[config.mk]
export PLATFORM = sky130hd
export DESIGN_NAME = pokey_audio_mixer
export DESIGN_NICKNAME = d
export VERILOG_FILES = /design/src/rtl/pokey_audio_mixer.sv
export SDC_FILE = /design/constraint.sdc
export NUM_CORES = 1
export LEC_CHECK = 0
export CAP_MARGIN = 10
export CORE_MARGIN = 4
export CORE_UTILIZATION = 25
export CTS_CLUSTER_SIZE = 10
export DETAILED_ROUTE_END_ITERATION = 8
export PLACE_DENSITY = 0.53
export SETUP_SLACK_MARGIN = 0.02
export SYNTH_ARGS = -nofsm -noshare
export SYNTH_HDL_FRONTEND = slang
export SYNTH_SLANG_ARGS = --single-unit
[constraint.sdc]
create_clock -name clk -period 3.15 [get_ports clk]
set_input_delay 0.945 -clock clk [delete_from_list [all_inputs] [get_ports clk]]
set_output_delay 0.945 -clock clk [all_outputs]
set_load 0.02 [all_outputs]
[src/rtl/pokey_audio_mixer.sv]
// POKEY audio back end: resynchronises the four channel waveforms, sums the active volumes,
// latches the sum at a fixed sample rate and drives a first-order sigma-delta 1-bit output.
module pokey_audio_mixer #(
    parameter int unsigned SAMPLE_DIV = 40
) (
    input  logic       clk,
    input  logic       reset,
    input  logic       audio1,
    input  logic       audio2,
    input  logic       audio3,
    input  logic       audio4,
    input  logic [3:0] vol1,
    input  logic [3:0] vol2,
    input  logic [3:0] vol3,
    input  logic [3:0] vol4,
    input  logic       mute,
    output logic [5:0] level,
    output logic [5:0] sample_level,
    output logic       sample_valid,
    output logic       pdm_out
);

    localparam int unsigned CW = (SAMPLE_DIV > 1) ? $clog2(SAMPLE_DIV) : 1;
    localparam logic [CW-1:0] CNT_LAST = CW'(SAMPLE_DIV - 1);

    if (SAMPLE_DIV < 2 || SAMPLE_DIV > 65535) begin : g_bad_div
        $error("pokey_audio_mixer: SAMPLE_DIV %0d outside 2..65535", SAMPLE_DIV);
    end

    logic [3:0]    a_m;
    logic [3:0]    a_s;
    logic [CW-1:0] cnt;
    logic [5:0]    acc;
    logic [5:0]    mix;

    always_comb begin
        mix = '0;
        mix = ({2'b00, a_s[0] ? vol1 : 4'd0} + {2'b00, a_s[1] ? vol2 : 4'd0})
            + ({2'b00, a_s[2] ? vol3 : 4'd0} + {2'b00, a_s[3] ? vol4 : 4'd0});
    end

    always_ff @(posedge clk or posedge reset) begin
        if (reset) begin
            a_m          <= '0;
            a_s          <= '0;
            level        <= '0;
            cnt          <= '0;
            sample_level <= '0;
            sample_valid <= 1'b0;
            acc          <= '0;
            pdm_out      <= 1'b0;
        end else begin
            a_m   <= {audio4, audio3, audio2, audio1};
            a_s   <= a_m;
            level <= mix;

            if (cnt == CNT_LAST) begin
                cnt          <= '0;
                sample_level <= mute ? 6'd0 : level;
                sample_valid <= 1'b1;
            end else begin
                cnt          <= cnt + 1'b1;
                sample_valid <= 1'b0;
            end

            // Carry out of the 6-bit accumulator is the pulse-density bit.
            {pdm_out, acc} <= {1'b0, acc} + {1'b0, sample_level};
        end
    end

endmodule
---- After elaboration in Yosys (flattened, before gate mapping) ----
Cells that the tools add are included.
cells by class
  mux-type cells .......................... 7
  eq/ne operators ......................... 1
  add/subtract/negate cells ............... 5
operator list
  cell                   number
  $mux W4                4
  $mux W6                2
  $add A4 B4 Y5          2
  $add A6 B6 Y7          1
  $add A5 B5 Y6          1
  $add A6 B1 Y6 const B  1
  $eq A6 B6 Y1 const B   1
  $mux W1                1
word-level totals
  word-level logic and storage cells ...... 21
  input bits .............................. 23
  output and inout bits ................... 14
  flip-flop bits (word level) ............. 34

---- Depth between registers and ports, before layout ----
  depth in word-level cells ............... 3
  gate-level depth with buffers ........... 10
  mapped depth without buffers ............ 10

---- Least setup slack after synthesis ----
Ideal clock, no wire load.
  path type ............................... in2reg
  start ................................... input port vol1[1]
  end ..................................... register level[5]
  data required time ...................... 3.084 ns
  library setup time ...................... 0.066 ns
  arrival time ............................ 2.961 ns
  cell stages on the path ................. 9
  buffers on the path ..................... 0
  setup slack ............................. 0.123 ns
  cell sequence ........................... and2_1 > fa_1 > fa_1 > ha_1 > inv_1 > fa_1 > nor2b_1 > o21ai_0 > nand2b_1
between the ends
  cells in the longest elaborated chain, start to end .. 3
RTL lines
  what                    RTL line  RTL
  start: declaration      12        input logic [3:0] vol1,
  $mux W4                 38        mix = ({2'b00, a_s[0] ? vol1 : 4'd0} + {2'b00, a_s[1] ? vol2 : 4'd0})
  $add A4 B4 Y5           38
  $add A5 B5 Y6           39        + ({2'b00, a_s[2] ? vol3 : 4'd0} + {2'b00, a_s[3] ? vol4 : 4'd0});
  named net mix[5]        34        logic [5:0] mix;
  end signal: assignment  55        level <= mix;
  end: declaration        17        output logic [5:0] level,
The timed path passes the listed nets, and every way through them passes these cells.
A chain may end at the register's enable or synchronous reset.

---- Worst setup path after layout ----
  start ................................... input port vol3[3]
  end ..................................... register level[5]
between the ends
  cells in the longest elaborated chain, start to end .. 3
RTL lines
  what                RTL line  RTL
  start: declaration  14        input logic [3:0] vol3,
  $mux W4             39
  $add A4 B4 Y5       39
  $add A5 B5 Y6       39
  named net mix[5]    34
The timed path passes the listed nets, and every way through them passes these cells.

==> summary.txt <==
Synth
  – Sequential fraction of the synthesis area: 50.1%
  – Cell count after synthesis: 146
  – Post-synthesis average cell area: 11.6 um2
  – Netlist area before placement: 1700 um2
  – Post-synth EDFFs: 0
  – Synth area leaders: sky130_fd_sc_hd__dfrtp_1, sky130_fd_sc_hd__fa_1, sky130_fd_sc_hd__ha_1
  – Yosys cell types: 28
  – FF+latch count, synth: 34
  – Flip-flop cell with the highest count after synthesis: sky130_fd_sc_hd__dfrtp_1
  – Fraction of registers with async set/reset: 100%
  – Leading area contributor after synthesis: sky130_fd_sc_hd__dfrtp_1
  – Post-Synthesis Net Count: 190
  – Top post-synthesis cells by count: sky130_fd_sc_hd__dfrtp_1, sky130_fd_sc_hd__nand2_1, sky130_fd_sc_hd__inv_1, sky130_fd_sc_hd__ha_1, sky130_fd_sc_hd__fa_1
  – Share of the synthesized area in the top cell type: 50.1%
  – Synth Warn #: 0
  – Most common cell in the synthesized netlist: sky130_fd_sc_hd__dfrtp_1

Floorplanning
  – Number of rows in the core area: 29
  – Floorplan die height: 90.4 um
  – Initial core utilization: 26.3%
  – Horiz. Die Dim: 90.4 um
  – Area of the die: 8180 um2
  – I/O pin count: 37
  – Placeable Area: 6460 um2

Clock tree
  – Cts bufs inserted: 5
  – Number of sinks on the clock net: 34
  – H-tree lvl count: 2
  – Register clock-pin slew on the reported worst setup and hold paths: 70 ps
  – CTS tree: yes
  – Root Buffer Master: sky130_fd_sc_hd__clkbuf_8
  – Post-CTS setup repair buffer count: 0
  – Clock network latency to the later pin of the worst-skew pair: 280 ps
  – Max Root-Sink Buffers: 2

Route
  – Post-route ant nets: 0
  – Routed vias/inst: 4.21
  – Vias after detailed routing: 1133
  – Detailed-route wire length per cell: 11.7 um
  – Pre-antenna DRT Iters: 4
  – Routed wire length: 3140 um
  – Violation count after the first detailed-routing iteration: 38
  – DR DRC count: 0

Setup path
  – Crit. End Element: flop
  – Largest fanout on the critical path: 3
  – Setup slack on the worst flop-to-flop path: 570 ps
  – Critical path origin: vol3[3]
  – Capturing point of the worst reg2reg path: level[5]$_DFF_PP0_
  – Type of origin of the critical path: primary input
  – R2R depth: 9
  – Critical path's most frequent cell: sky130_fd_sc_hd__fa_1
  – Source of the worst register-to-register timing path: a_s[0]$_DFF_PP0_
  – Req. time, crit path: 3320 ps
  – Longest individual stage delay on the worst path: 540 ps
  – Series of cell instances along the critical path: clkdlybuf4s50_1, nand2_1, fa_1, fa_1, inv_1, ha_4, nor2b_2, o21ai_1, nand2b_1
  – Crit path DAT: 3180 ps
  – Type of the worst setup path: in -> reg
  – CP Capture Point: level[5]$_DFF_PP0_
  – Slowest cell on the critical path: sky130_fd_sc_hd__fa_1

Job
  – # Max-Cap Violations: 0

Global route
  – GRT overflow: 0
  – Overall fraction of global-route tracks in use: 8.78%
  – Pin count of the biggest net entering global routing: 35
  – Via count of the first global-routing pass: 1313
  – First-pass GRT wire length: 5750 um
  – Initial antenna violation count: 0

Place
  – Placer Congestion: 0.766
  – Number of buffers inserted by port buffering: 36
  – Post-Place Cells: 261
  – Post-place instance area: 2170 um2
  – Hpwl dp: 2420 um

STA
  – Unrepaired setup endpoints after global routing: false
  – Setup violations, final: 0
  – Number of pins with negative max-slew slack in the final report: 0
  – Slew at the pin closest to its max-slew limit: 431 ps
  – Upper clock frequency limit: 332 MHz
  – Hold Fails Final Rpt: 0
  – Largest clock skew in the final design: 6.84 ps
  – Period Utilization, post-route: 95.6%
  – Final critical-path required period: 3010 ps
  – Rel. slew slack: 71.3%

Outcome
  – Status: finished, final reports clean

Pwr
  – Maximum ir drop on the vdd rail: 0.000167 V
  – Power per standard cell area: 617 nW/um2
  – Leakage component of the power: 1.09 nW

Worst hold path
  – Hold Path Depth: 0
  – Worst min-delay path class: reg -> reg
  – Launch point of the worst hold path: a_m[2]$_DFF_PP0_

Finish
  – Number of nets in the layout: 235
  – Fraction of layout instances using a drive strength above 1: 15.6%
  – Final Util: 35.6%
  – Final cell area excluding filler cells: 2300 um2
  – Final standard cell count with taps included and fillers excluded: 269
  – Area growth, synth to finish: 35.3%
  – Antenna diode count: 0
power breakdown:
group / internal (mW) / switching, mW
sequential: 0.528 / 0.0483
clock: 0.156 / 0.155
combinational: 0.274 / 0.258
total: 0.958 / 0.461
state kept, by name, summed over array words and instances, names as in the netlist:
signal,count
acc,6
cnt,6
level,6
sample_level,6
a_m,4
a_s,4
pdm_out,1
sample_valid,1
how the worst min path moves through the flow:
stage and to:
2_1_floorplan a_s[0]$_DFF_PP0_, 3_3_place_gp a_s[0]$_DFF_PP0_, 3_5_place_dp a_s[2]$_DFF_PP0_, 4_1_cts a_s[2]$_DFF_PP0_
5_1_grt a_s[3]$_DFF_PP0_, 6_report a_s[2]$_DFF_PP0_
layout make-up:
cell class	instances	area [um2]
Fill cell	658	4160
Sequential cell	34	851
Multi-Input combinational cell	94	807
Timing Repair Buffer	39	395
Tap cell	77	96.3
Clock buffer	6	72.6
Inverter	17	63.8
Clock inverter	2	13.8
placed cells by master (no fill, tap or decap), drive strengths merged:
master         count
a2bb2oi            1
dlymetal6s2s       5
ha                12
nand3              3
nor2               5
nand2             19
nor2b              2
nand4              1
o31a               1
o21a               1
a21oi              4
xor2               2
nand3b             1
inv               17
fa                 9
a21o               2
and2               5
a211oi             1
o21ai             11
nand2b             7
o21bai             1
clkinv             2
dfrtp             34
xnor2              6
buf                3
clkdlybuf4s50     31
clkbuf             6
kinds of logic after synthesis:
group	count (synthesis)	synth area share, %
adder cells (fa/ha/maj)	21	19.4
buffers and inverters	18	4.42
flip-flops	34	50.1
AO/OA/AOI/OAI	22	9.28
XOR/XNOR	8	4.12
AND/OR/NAND/NOR	43	12.7
worst max-delay path: cells and delay by family:
family / cells / cell delay [ps]
fa+ha+maj: 3 / 1300
buf+inv: 2 / 520
simple gates: 3 / 290
compound gates: 1 / 140
through the flow:
| step | TNS, ps | hold WS [ps] | total power [mW] | setup WS (ps) |
|---|---|---|---|---|
| detailed placement | -1340 | 339 | 1.11 | -395 |
| CTS | 0 | 355 | 1.44 | 55.7 |
| floorplan | 0 | 331 | 0.916 | 123 |
| global route | 0 | 364 | 1.54 | 31.8 |
| finish | 0 | 351 | 1.42 | 139 |
| global placement | -1180 | 333 | 1.10 | -344 |
timing repair:
action | in CTS | in global routing
setup endpoints to repair | 3 | 3
cloned | 0 | 0
hold buffers | 0 | 0
pin swaps | 4 | 13
gates resized for setup | 3 | 13
metal layers:
layer  global-route usage, %  vias to the layer above  share of wire (%)
li1                        -                      566                  -
met1                    9.57                      530                 44
met5                       0                        -                  0
met2                    15.7                       33                 50
met4                    3.83                        0                1.2
met3                    2.58                        4                5.4
Power figures use the tool's default switching activity.
